**config.mk**
```make
export PLATFORM = sky130hd
export DESIGN_NAME = common_acc_fixed_flat
export DESIGN_NICKNAME = d
export VERILOG_FILES = /design/src/rtl/common_acc_fixed_if.sv /design/src/rtl/common_acc_fixed.sv /design/src/flat_wrapper.sv
export SDC_FILE = /design/constraint.sdc
export NUM_CORES = 1
export LEC_CHECK = 0
export CAP_MARGIN = 40
export CORE_MARGIN = 2
export CORE_UTILIZATION = 30
export DETAILED_ROUTE_END_ITERATION = 16
export SLEW_MARGIN = 20
export SYNTH_ARGS = -nofsm -noshare
export SYNTH_HDL_FRONTEND = slang
export SYNTH_SLANG_ARGS = --single-unit
```
**constraint.sdc**
```tcl
create_clock -name clk -period 3.8 [get_ports clk]
set_input_delay 0.76 -clock clk [delete_from_list [all_inputs] [get_ports clk]]
set_output_delay 0.76 -clock clk [all_outputs]
set_load 0.01 [all_outputs]
```
**src/rtl/common_acc_fixed_if.sv**
```systemverilog
// Stream bundle between common_madd_fixed and common_acc_fixed: a sample stream
// in, one converted result per frame out, each side with its own valid/ready pair.
interface common_acc_fixed_if #(
    parameter int U_WIDTH   = 16,
    parameter int IN_WIDTH  = 32,
    parameter int OUT_WIDTH = 32,
    parameter int LEN_WIDTH = 8
);
    logic [IN_WIDTH-1:0]  in_i;
    logic [U_WIDTH-1:0]   user_i;
    logic [LEN_WIDTH-1:0] len_i;
    logic                 valid_i;
    logic                 ready_o;
    logic [OUT_WIDTH-1:0] out_o;
    logic [U_WIDTH-1:0]   user_o;
    logic                 sat_o;
    logic                 valid_o;
    logic                 ready_i;

    modport master (
        output in_i, user_i, len_i, valid_i, ready_i,
        input  ready_o, out_o, user_o, sat_o, valid_o
    );

    modport slave (
        input  in_i, user_i, len_i, valid_i, ready_i,
        output ready_o, out_o, user_o, sat_o, valid_o
    );
endinterface

```
**src/rtl/common_acc_fixed.sv**
```systemverilog
// Frame accumulator: sums len_i samples, rescales the sum to the output fixed-point
// format with optional rounding and clamping, and emits one result per frame.
module common_acc_fixed #(
    parameter int U_WIDTH    = 16,
    parameter int IN_WIDTH   = 32,
    parameter int IN_POINT   = 16,
    parameter int IN_SIGNED  = 0,
    parameter int OUT_WIDTH  = 32,
    parameter int OUT_POINT  = 16,
    parameter int OUT_SIGNED = 0,
    parameter int LEN_WIDTH  = 8,
    parameter int ROUND      = 0
) (
    input logic clk,
    input logic rstn,
    common_acc_fixed_if.slave bus
);
    localparam int ACC_W = IN_WIDTH + LEN_WIDTH + 1;
    localparam int D     = IN_POINT - OUT_POINT;
    localparam int RSH   = (D > 0) ? D : 0;
    localparam int LSH   = (D < 0) ? -D : 0;
    // Wide enough for the left-shifted sum and for both clamp limits as signed values.
    localparam int CW0   = ACC_W + LSH + 1;
    localparam int CW    = (CW0 > OUT_WIDTH + 2) ? CW0 : OUT_WIDTH + 2;

    localparam logic signed [CW-1:0] ONE   = 1;
    localparam logic signed [CW-1:0] HALF  = (ROUND != 0 && RSH > 0) ?
                                             (ONE <<< ((RSH > 0) ? RSH - 1 : 0)) : {CW{1'b0}};
    localparam logic signed [CW-1:0] MAX_V = (OUT_SIGNED != 0) ?
                                             (ONE <<< (OUT_WIDTH - 1)) - ONE :
                                             (ONE <<< OUT_WIDTH) - ONE;
    localparam logic signed [CW-1:0] MIN_V = (OUT_SIGNED != 0) ?
                                             -(ONE <<< (OUT_WIDTH - 1)) : {CW{1'b0}};
    localparam logic [LEN_WIDTH-1:0] LEN_ONE = 1;

    typedef enum logic {IDLE, ACC} state_t;

    state_t                  state_reg, state_next;
    logic signed [ACC_W-1:0] acc_reg;
    logic [LEN_WIDTH-1:0]    cnt_reg;
    logic [LEN_WIDTH-1:0]    len_reg;
    logic [OUT_WIDTH-1:0]    out_reg;
    logic [U_WIDTH-1:0]      user_reg;
    logic                    sat_reg;
    logic                    valid_reg;

    logic                    accept;
    logic                    last;
    logic signed [ACC_W-1:0] in_ext;
    logic signed [ACC_W-1:0] acc_next;
    logic [LEN_WIDTH-1:0]    len_eff;
    logic [LEN_WIDTH-1:0]    len_next;
    logic [LEN_WIDTH-1:0]    cnt_next;
    logic signed [CW-1:0]    wide;
    logic signed [CW-1:0]    shifted;
    logic [OUT_WIDTH-1:0]    conv_out;
    logic                    conv_sat;

    assign bus.ready_o = !valid_reg || bus.ready_i;
    assign accept      = bus.valid_i && bus.ready_o;
    assign len_eff     = (bus.len_i == '0) ? LEN_ONE : bus.len_i;

    generate
        if (IN_SIGNED != 0) begin : g_in_sext
            assign in_ext = {{(ACC_W - IN_WIDTH){bus.in_i[IN_WIDTH-1]}}, bus.in_i};
        end else begin : g_in_zext
            assign in_ext = {{(ACC_W - IN_WIDTH){1'b0}}, bus.in_i};
        end
    endgenerate

    always_comb begin
        state_next = state_reg;
        acc_next   = in_ext;
        len_next   = len_eff;
        cnt_next   = LEN_ONE;
        case (state_reg)
            IDLE: begin
                acc_next = in_ext;
                len_next = len_eff;
                cnt_next = LEN_ONE;
            end
            ACC: begin
                acc_next = acc_reg + in_ext;
                len_next = len_reg;
                cnt_next = cnt_reg + LEN_ONE;
            end
            default: ;
        endcase
        last = (cnt_next == len_next);
        if (accept) begin
            state_next = last ? IDLE : ACC;
        end
    end

    // An unsigned sum never sets the accumulator MSB, so one signed path serves both input modes.
    assign wide    = {{(CW - ACC_W){acc_next[ACC_W-1]}}, acc_next};
    assign shifted = ((wide + HALF) >>> RSH) <<< LSH;

    always_comb begin
        conv_out = shifted[OUT_WIDTH-1:0];
        conv_sat = 1'b0;
        if (shifted > MAX_V) begin
            conv_out = MAX_V[OUT_WIDTH-1:0];
            conv_sat = 1'b1;
        end else if (shifted < MIN_V) begin
            conv_out = MIN_V[OUT_WIDTH-1:0];
            conv_sat = 1'b1;
        end
    end

    always_ff @(posedge clk or negedge rstn) begin
        if (!rstn) begin
            state_reg <= IDLE;
            acc_reg   <= '0;
            cnt_reg   <= '0;
            len_reg   <= '0;
        end else begin
            state_reg <= state_next;
            if (accept) begin
                acc_reg <= acc_next;
                cnt_reg <= cnt_next;
                len_reg <= len_next;
            end
        end
    end

    // A completing beat reloads the result even while the previous one is being taken.
    always_ff @(posedge clk or negedge rstn) begin
        if (!rstn) begin
            out_reg   <= '0;
            user_reg  <= '0;
            sat_reg   <= 1'b0;
            valid_reg <= 1'b0;
        end else if (accept && last) begin
            out_reg   <= conv_out;
            user_reg  <= bus.user_i;
            sat_reg   <= conv_sat;
            valid_reg <= 1'b1;
        end else if (bus.ready_i) begin
            valid_reg <= 1'b0;
        end
    end

    assign bus.out_o   = out_reg;
    assign bus.user_o  = user_reg;
    assign bus.sat_o   = sat_reg;
    assign bus.valid_o = valid_reg;
endmodule

```
**src/flat_wrapper.sv**
```systemverilog
// flat-port wrapper written by rule: the top's interface ports become plain ports
module common_acc_fixed_flat 
#(
    parameter int U_WIDTH    = 16,
    parameter int IN_WIDTH   = 32,
    parameter int IN_POINT   = 16,
    parameter int IN_SIGNED  = 0,
    parameter int OUT_WIDTH  = 32,
    parameter int OUT_POINT  = 16,
    parameter int OUT_SIGNED = 0,
    parameter int LEN_WIDTH  = 8,
    parameter int ROUND      = 0
)
  (clk, rstn, bus_in_i, bus_user_i, bus_len_i, bus_valid_i, bus_ready_i, bus_ready_o, bus_out_o, bus_user_o, bus_sat_o, bus_valid_o);
  common_acc_fixed_if #(.U_WIDTH(U_WIDTH), .IN_WIDTH(IN_WIDTH), .OUT_WIDTH(OUT_WIDTH), .LEN_WIDTH(LEN_WIDTH)) bus_i ();
  input logic clk;
  input logic rstn;
  input wire logic [$bits(bus_i.in_i)-1:0] bus_in_i;
  input wire logic [$bits(bus_i.user_i)-1:0] bus_user_i;
  input wire logic [$bits(bus_i.len_i)-1:0] bus_len_i;
  input wire logic [$bits(bus_i.valid_i)-1:0] bus_valid_i;
  input wire logic [$bits(bus_i.ready_i)-1:0] bus_ready_i;
  output wire logic [$bits(bus_i.ready_o)-1:0] bus_ready_o;
  output wire logic [$bits(bus_i.out_o)-1:0] bus_out_o;
  output wire logic [$bits(bus_i.user_o)-1:0] bus_user_o;
  output wire logic [$bits(bus_i.sat_o)-1:0] bus_sat_o;
  output wire logic [$bits(bus_i.valid_o)-1:0] bus_valid_o;
  assign bus_i.in_i = bus_in_i;
  assign bus_i.user_i = bus_user_i;
  assign bus_i.len_i = bus_len_i;
  assign bus_i.valid_i = bus_valid_i;
  assign bus_i.ready_i = bus_ready_i;
  assign bus_ready_o = bus_i.ready_o;
  assign bus_out_o = bus_i.out_o;
  assign bus_user_o = bus_i.user_o;
  assign bus_sat_o = bus_i.sat_o;
  assign bus_valid_o = bus_i.valid_o;
  common_acc_fixed #(.U_WIDTH(U_WIDTH), .IN_WIDTH(IN_WIDTH), .IN_POINT(IN_POINT), .IN_SIGNED(IN_SIGNED), .OUT_WIDTH(OUT_WIDTH), .OUT_POINT(OUT_POINT), .OUT_SIGNED(OUT_SIGNED), .LEN_WIDTH(LEN_WIDTH), .ROUND(ROUND)) u_core (.clk(clk), .rstn(rstn), .bus(bus_i));
endmodule
```
---- Word-level counts from Yosys, hierarchy flattened ----
Index checks and enable logic that the tools add are counted.
storage, ports and cells
  register bits after elaboration ......... 108
  bits in latches ......................... 0
  memory bits (writable) .................. 0
  bits in read-only memories .............. 0
  input bits .............................. 60
  word-level logic and storage cells ...... 31
  memories kept ........................... 0
operators by class
  $add $sub $neg .......................... 2
  $mul .................................... 0
  divide/modulo/power cells ............... 0
  order comparisons ....................... 2
  equality and inequality tests ........... 1
  shifts and indexed selects .............. 0
  multiplexer cells ....................... 11
  bitwise logic cells ..................... 1
  reductions and logical operators ........ 6
operators by type and width
  operator                                                                        count
  41-bit one-hot mux with 2 select lines                                          1
  32-bit 2-to-1 mux                                                               2
  41-bit by 33-bit adder with 41-bit output                                       1
  41-bit by 33-bit > comparator with 1-bit output (second input constant)         1
  41-bit by 1-bit less-than comparator with 1-bit output (second input constant)  1
  8-bit one-hot mux with 2 select lines                                           2
  8-bit by 1-bit adder with 8-bit output (second input constant)                  1
  8-bit == test                                                                   1
  8-bit logical NOT                                                               1
  8-bit 2-to-1 mux                                                                1
  1-bit 2-to-1 mux                                                                5
  1-bit logical AND                                                               2
  2-bit nonzero test                                                              1
  1-bit logical NOT                                                               1
  1-bit logical OR                                                                1
  1-bit NOT                                                                       1

---- Depth between registers and ports, before layout ----
Gate-level depths: netlist (run 1).
  word-level depth ........................ 6
  mapped depth ............................ 11
  depth with buffers taken out ............ 10

---- Worst setup path after synthesis (run 1) ----
Ideal clock, no wire load.
  path kind ............................... input to register
  start point ............................. in bus_in_i[0]
  end point ............................... reg u_core.out_reg[10], in the netlist u_core.bus.out_o[10]
  setup time .............................. 0.135 ns
  arrival ................................. 3.268 ns
  setup slack ............................. 0.397 ns
  stages .................................. 11
  path buffers ............................ 1
  cells stage by stage .................... ha_1 > fa_1 > a211oi_2 > o211ai_4 > a31oi_4 > a2111oi_4 > o21ai_0 > nand4b_4 > nor4b_4 > buf_6 > a31oi_1
between the ends
  word-level cells in the longest chain between the ends .. 5
  elaborated cells on any way between the ends .. 6
  those cells by class .................... 1 x add/sub; 2 x order compare; 3 x mux
RTL lines
  item                                                    line                     RTL
  start, declared                                         flat_wrapper.sv:18       input wire logic [$bits(bus_i.in_i)-1:0] bus_in_i;
  41-bit by 33-bit adder with 41-bit output               common_acc_fixed.sv:83   acc_next = acc_reg + in_ext;
  41-bit one-hot mux with 2 select lines (*)              common_acc_fixed.sv:76   case (state_reg)
  41-bit by 1-bit less-than comparator with 1-bit output  common_acc_fixed.sv:105  end else if (shifted < MIN_V) begin
  32-bit 2-to-1 mux                                       common_acc_fixed.sv:105
  32-bit 2-to-1 mux (*)                                   common_acc_fixed.sv:102  if (shifted > MAX_V) begin
  end signal, assigned                                    common_acc_fixed.sv:135  out_reg <= conv_out;
  end, declared                                           common_acc_fixed.sv:42   logic [OUT_WIDTH-1:0] out_reg;
Mark *: on every way between the ends. The rest lies on a longest branch, timed or not.
A chain may end at the register's enable or synchronous reset.

---- Final worst setup path (run 1) ----
  start point ............................. in bus_in_i[0]
  end point ............................... reg u_core.out_reg[15], in the netlist u_core.bus.out_o[15]
The elaborated chain is that of the path after synthesis.

==> results by group, run 1 <==
Logic synthesis
  • Cell with the most instances after synthesis: nand2_1
  • Commonest cells in the synthesized netlist: 150 x nand2_1, 108 x dfrtp_1, 61 x o21ai_0
  • Synth area leader: dfrtp_1
  • Ys async rst share: 100%
  • Adder-cell share of the synthesized area: 5.78%
  • Syn avg cell area: about 8.6 um^2
  • Most used DFF post-synth: dfrtp_1
  • Post-synth top area share: 36.1%
  • Largest family of logic cells by synthesized area: compound AO/OA/AOI/OAI gates
  • Post-Synth Simple-Gate Area: between 20% and 30%
  • Compound-Gate Fraction of Synth Area: 23.9%
  • Multiplexer share of the synthesized area: 4.67%
  • Yosys warning total: 0
  • Synth top area cells: dfrtp_1 36%, nand2_1 7.5%, ha_1 5.5%, o21ai_0 4.1%, a31oi_1 3.7%
  • Post-synth EDFFs: 0
  • Mapped cell area: 7500 um^2
  • Distinct cell type count after synthesis: 78
  • Seq/Total Area, Yosys: around 36%
  • Post-synthesis register bit count: approximately 110
  • Syn nets: 966
  • Cells after synthesis: around 870
  • XOR/XNOR Fraction of Synth Area: 4.91%

Detailed routing
  • Vias/cell: about 5.2
  • Drt wl/cell: between 15 and 20 um
  • DRC violations left: 0
  • Post-route ant nets: 0
  • Drt total wl: around 22,000 um
  • DRT iter0 DRCs: between 400 and 500
  • Vias: around 7,000
  • Drt pass-1 iters: 5

CTS
  • CTS Buf Count: 9
  • # clock sinks: around 110
  • Clk slew on worst S/H paths: around 80 ps
  • Clock Latency Late Sink: around 370 ps
  • CTS Root Cell: clkbuf_16
  • H-tree Lvls: 3
  • CTS tree: done
  • Clk buf depth: 2
  • Post-CTS setup buffers: 0

Placed design
  • Dpl cell area: roughly 9600 um^2
  • Dpl cells: 1,352
  • IO buf count: 110
  • Hpwl dp: 16,000 um
  • GP Congestion: 0.864
  • Setup WS pre-CTS: -212 ps

Power and ir drop
  • PD cells: 771 nW/um^2
  • VDD IR-drop max: 0.000316 V
  • Leak: 4.32 nW
  • Tot Pwr: about 7.6 mW

Cells and area
  • Proportion of layout cells with a drive suffix above 1: between 10% and 20%
  • Syn-to-layout area delta: 31.9%
  • # fillers: 2,461
  • Max FFs per register: 41
  • Final #Nets: about 1,100
  • Fin area: around 10000 um^2
  • N_diodes: 0
  • Post-Layout Cell Count: roughly 1,400
  • Util after Layout: 40.5%

STA
  • Unrepaired setup endpoints after global routing: false
  • Min Tclk post-route: between 3000 and 4000 ps
  • Setup Viol. Count Final: 0
  • Setup TNS: 0 ps
  • Fin Clk Skew: slightly below 10 ps
  • Tcrit/Tclk final: 94.3%
  • Worst slew pin tran: 835 ps
  • Max Clock Freq: between 200 and 300 MHz
  • Max transition margin: between 40% and 50%
  • WHS: a little under 300 ps
  • Hold Fails Final Rpt: 0
  • Slew Limit Fails: 0
  • Setup ws final: roughly 210 ps

Global routing
  • First-pass GRT wire length: ~36,000 um
  • Gr usage total: between 10% and 20%
  • Pin count of the biggest net entering global routing: 65
  • Global route overflow: 0
  • Initial antenna violation count: 0
  • Vias in the first global route: between 6,000 and 7,000

Die
  • Chip width: about 160 um
  • Die Ht: about 160 um
  • Core area: 24,400 um^2
  • Die area: ~26,000 um^2
  • # rows: 57
  • Ports: ~110
  • Starting Density: ~31%

Setup path
  • Endpoint type of the worst setup path: register
  • Crit-path cells: clkdlybuf4s50_1 > ha_1 > fa_1 > a211oi_4 > o211ai_4 > a31oi_4 > a2111oi_4 > o21ai_0 > buf_4 > nand4b_4 > nor4b_4 > buf_4 > a31oi_1
  • Reg2reg setup slack: 700 ps
  • Worst Setup Start Kind: primary input
  • CP top delay family: compound AO/OA/AOI/OAI gates
  • CP max stage delay: roughly 460 ps
  • Crit path DAT: 3820 ps
  • Critical-path maximum fanout: 12
  • Critical path type: in -> reg
  • Most used cell, CP: buf_4
  • Worst reg2reg path depth: 12
  • Crit path buffers/inverters: 3
  • Worst EP required: between 4000 and 5000 ps
  • CP max stage cell: fa_1
  • Stages on the worst setup path: 13

Flow run
  • Max-cap check violation count: 0

Hold path
  • HP Class: in -> async

Outcome
  • Outcome: complete, no violations
## report_power, final
part	leakage (nW)	switching [mW]	internal [mW]
clock network	0.138	0.494	0.476
registers	1.36	0.390	1.65
logic	2.82	2.36	2.26
total	4.32	3.24	4.38
## area by class of cell
type	instances	area [um^2]	area share, %
Tap cell	324	405	4.10
Clock buffer	10	239	2.42
Clock inverter	6	52.6	0.532
Inverter	6	22.5	0.228
Sequential cell	108	2700	27.4
Timing Repair Buffer	212	1940	19.6
Multi-Input combinational cell	702	4520	45.7
## cell usage in the layout, fill, tap and decap left out, types with 3 or more instances in the layout
cell type | netlist | layout
and4_1 | 4 | 4
or4_1 | 3 | 3
xor2_1 | 19 | 19
xnor2_1 | 23 | 23
a41oi_1 | 4 | 4
nand4_1 | 10 | 10
inv_6 | 0 | 3
o21ai_1 | 13 | 13
nor3b_1 | 4 | 4
o211ai_1 | 8 | 8
or3_1 | 6 | 6
nand3_1 | 30 | 30
buf_12 | 0 | 6
nor3_1 | 12 | 12
o21a_1 | 5 | 5
o311ai_0 | 8 | 8
ha_1 | 33 | 33
nand2_1 | 150 | 149
and2_1 | 7 | 7
a31oi_1 | 44 | 44
nor2_1 | 60 | 60
o31ai_1 | 7 | 7
o311ai_1 | 10 | 10
a21oi_1 | 45 | 45
clkbuf_16 | 0 | 9
buf_4 | 4 | 97
clkdlybuf4s50_1 | 0 | 109
o21ai_0 | 61 | 61
dfrtp_1 | 108 | 107
mux2_2 | 8 | 8
a21o_1 | 9 | 9
o211ai_2 | 3 | 3
and3_1 | 4 | 4
nand2b_1 | 21 | 21
mux2i_1 | 26 | 26
a211oi_1 | 8 | 8
nor2b_1 | 5 | 5
inv_1 | 6 | 6
## routing by layer
metal	routed length (um)	GRT usage (%)
met3	945	1.86
met4	309	5.23
met1	10900	24.0
met2	9790	26.8
met5	0	0
## path summary, 6_finish.rpt
kind	end	startpoint
worst max-delay path	u_core.bus.out_o[15]$_DFFE_PN0P_	bus_in_i[0]
worst min-delay path	u_core.acc_reg[8]$_DFFE_PN0P_	rstn
worst max register to register	u_core.bus.out_o[15]$_DFFE_PN0P_	u_core.acc_reg[0]$_DFFE_PN0P_
worst min register to register	u_core.bus.user_o[13]$_DFFE_PN0P_	u_core.bus.user_o[13]$_DFFE_PN0P_
max in group asynchronous	u_core.bus.user_o[8]$_DFFE_PN0P_	rstn
min in group clk	u_core.bus.user_o[13]$_DFFE_PN0P_	u_core.bus.user_o[13]$_DFFE_PN0P_
## logic make-up (layout without fill, tap and decap cells)
family | after synthesis | in the layout
fa+ha+maj | 34 | 34
mux | 34 | 34
buf+inv | 62 | 234
simple gates | 330 | 330
compound gates | 262 | 262
flops | 108 | 108
xor+xnor | 42 | 42
## timing repair
item	4_1_cts	5_1_grt
endpoints found under the setup margin	0	23
hold buffers	0	0
resized for setup	0	1
Note: power is estimated with default switching activity, not from simulation.
==> run 2: changes to the inputs <==
--- a/config.mk
+++ b/config.mk
@@ -9,6 +9,7 @@
 export CORE_MARGIN = 2
 export CORE_UTILIZATION = 30
 export DETAILED_ROUTE_END_ITERATION = 16
+export MAX_ROUTING_LAYER = met4
 export SLEW_MARGIN = 20
 export SYNTH_ARGS = -nofsm -noshare
 export SYNTH_HDL_FRONTEND = slang
==> results by group, run 2 (same netlist as run 1, synthesis figures left out) <==
Outcome
  • Outcome: complete, no violations

Detailed routing
  • DRC violations left: 0
  • Vias: 7,098
  • Drt pass-1 iters: 5
  • Drt wl/cell: 16.0 um
  • Post-route ant nets: 0
  • Vias/cell: just over 5
  • DRT iter0 DRCs: 480
  • Drt total wl: between 20,000 and 25,000 um

Die
  • # rows: between 50 and 60
  • Die area: between 20,000 and 30,000 um^2
  • Core area: roughly 24,000 um^2
  • Ports: 111
  • Chip width: 162 um
  • Die Ht: between 150 and 200 um
  • Starting Density: a little under a third

Setup path
  • Reg2reg setup slack: approximately 700 ps
  • Endpoint type of the worst setup path: register
  • R2R Path End: u_core.bus.out_o[24]$_DFFE_PN0P_
  • Critical-path maximum fanout: 9
  • Worst Setup Start Kind: primary input
  • Worst reg2reg path depth: 9
  • Worst EP required: 4030 ps
  • Reg2Reg Launch Point: u_core.acc_reg[25]$_DFFE_PN0P_
  • Critical path type: in -> reg
  • Crit path DAT: around 3800 ps

Power and ir drop
  • PD cells: ~770 nW/um^2
  • Tot Pwr: between 7 and 8 mW
  • Leak: about 4.3 nW
  • VDD IR-drop max: 0.000293 V

STA
  • Setup ws final: 204 ps
  • Fin Clk Skew: roughly 11 ps
  • Max Clock Freq: roughly 280 MHz
  • Setup TNS: 0 ps
  • Unrepaired setup endpoints after global routing: false
  • Setup Viol. Count Final: 0
  • Worst slew pin tran: between 800 and 900 ps
  • Tcrit/Tclk final: a little over nine tenths
  • Max transition margin: between 40% and 50%
  • Hold Fails Final Rpt: 0
  • Min Tclk post-route: between 3000 and 4000 ps
  • Slew Limit Fails: 0

Global routing
  • First-pass GRT wire length: between 30,000 and 40,000 um
  • Pin count of the biggest net entering global routing: 65
  • Gr usage total: 17.1%
  • Initial antenna violation count: 0
  • Global route overflow: 0
  • Vias in the first global route: 6,901

Placed design
  • Hpwl dp: between 15,000 and 20,000 um
  • Setup WS pre-CTS: -207 ps
  • IO buf count: 110
  • Dpl cell area: 9550 um^2
  • GP Congestion: ~0.87

CTS
  • H-tree Lvls: 3
  • Clock Latency Late Sink: around 360 ps
  • Clk slew on worst S/H paths: 80 ps
  • # clock sinks: 108
  • CTS Root Cell: clkbuf_16
  • CTS tree: done
  • Post-CTS setup buffers: 0
  • CTS Buf Count: 9
  • Clk buf depth: 2

Cells and area
  • # fillers: ~2,500
  • Commonest cells after routing, fill and taps aside: 149 x nand2_1, 109 x clkdlybuf4s50_1, 107 x dfrtp_1
  • Final #Nets: between 1,000 and 1,500
  • Proportion of layout cells with a drive suffix above 1: roughly 15%
  • Util after Layout: between 40% and 50%
  • Fin area: ~9900 um^2
  • N_diodes: 0
  • Max FFs per register: between 40 and 50
  • Syn-to-layout area delta: 32.0%
  • Most common cell after layout, fill and taps aside: nand2_1

Hold path
  • HP Class: in -> async

Flow run
  • Max-cap check violation count: 0
[run 2: cell count changes in the layout (fill, tap and decap cells not counted), sizes merged]
cell	before	now
clkbuf	10	9
bufinv	0	1
buf	103	101
clkinv	0	2
clkinvlp	2	0
[run 2: layer usage]
metal / up-vias / track usage (%) / share of wire [%]
met5: - / - / 0
met2: 150 / 26.6 / 45
met4: 0 / 4.26 / 1.5
met1: 3403 / 23.7 / 50
met3: 22 / 2.37 / 3.7
li1: 3523 / - / -
[run 2: where the power goes]
part | leakage (nW) | total (mW) | switching, mW | internal (mW)
registers | 1.36 | 2.04 | 0.393 | 1.65
clock network | 0.157 | 1.01 | 0.480 | 0.531
logic | 2.81 | 4.61 | 2.37 | 2.24
[run 2: how the worst max path moves through the flow]
stage	startpoint	depth (start not counted)	slack (ps)	endpoint
CTS	bus_in_i[0]	12	170	u_core.bus.out_o[18]$_DFFE_PN0P_
floorplan	bus_in_i[0]	11	400	u_core.bus.out_o[10]$_DFFE_PN0P_
finish	bus_in_i[25]	10	200	u_core.bus.out_o[24]$_DFFE_PN0P_
detailed placement	bus_in_i[0]	12	-210	u_core.bus.out_o[18]$_DFFE_PN0P_
global route	bus_in_i[0]	13	1	u_core.bus.out_o[30]$_DFFE_PN0P_
global placement	bus_in_i[0]	13	-160	u_core.bus.out_o[19]$_DFFE_PN0P_
[run 2: metrics by stage]
| stage | hold WS [ps] | instances |
|---|---|---|
| after detailed placement | 461 | 1349 |
| after global routing | 298 | 1366 |
| after floorplan | 453 | 872 |
| after global placement | 458 | 1348 |
| final | 295 | 1366 |
| after CTS | 481 | 1365 |
[run 2: cell type report]
cell class              instances  area (um^2)  share of cell area [%]
clock buffers                   9          225                    2.28
multi-input cells             702         4520                    45.7
inverters                       6         22.5                   0.228
repair buffers                210         1930                    19.5
flip-flops and latches        108         2700                    27.3
well taps                     324          405                    4.10
clock inverters                 7         88.8                   0.898
[run 2: timing repair]
item                                    4_1_cts  5_1_grt
gates resized for setup                       0        2
endpoints found under the setup margin        0       14
hold buffers                                  0        0
[run 2: critical path: stages]
cell and delay, ps:
clkdlybuf4s50_1 440, ha_1 450, nand4_1 200, or4_1 560
nor4_1 400, a311oi_2 100, mux2i_1 180, nor4b_4 370
buf_4 260, a31oi_1 90
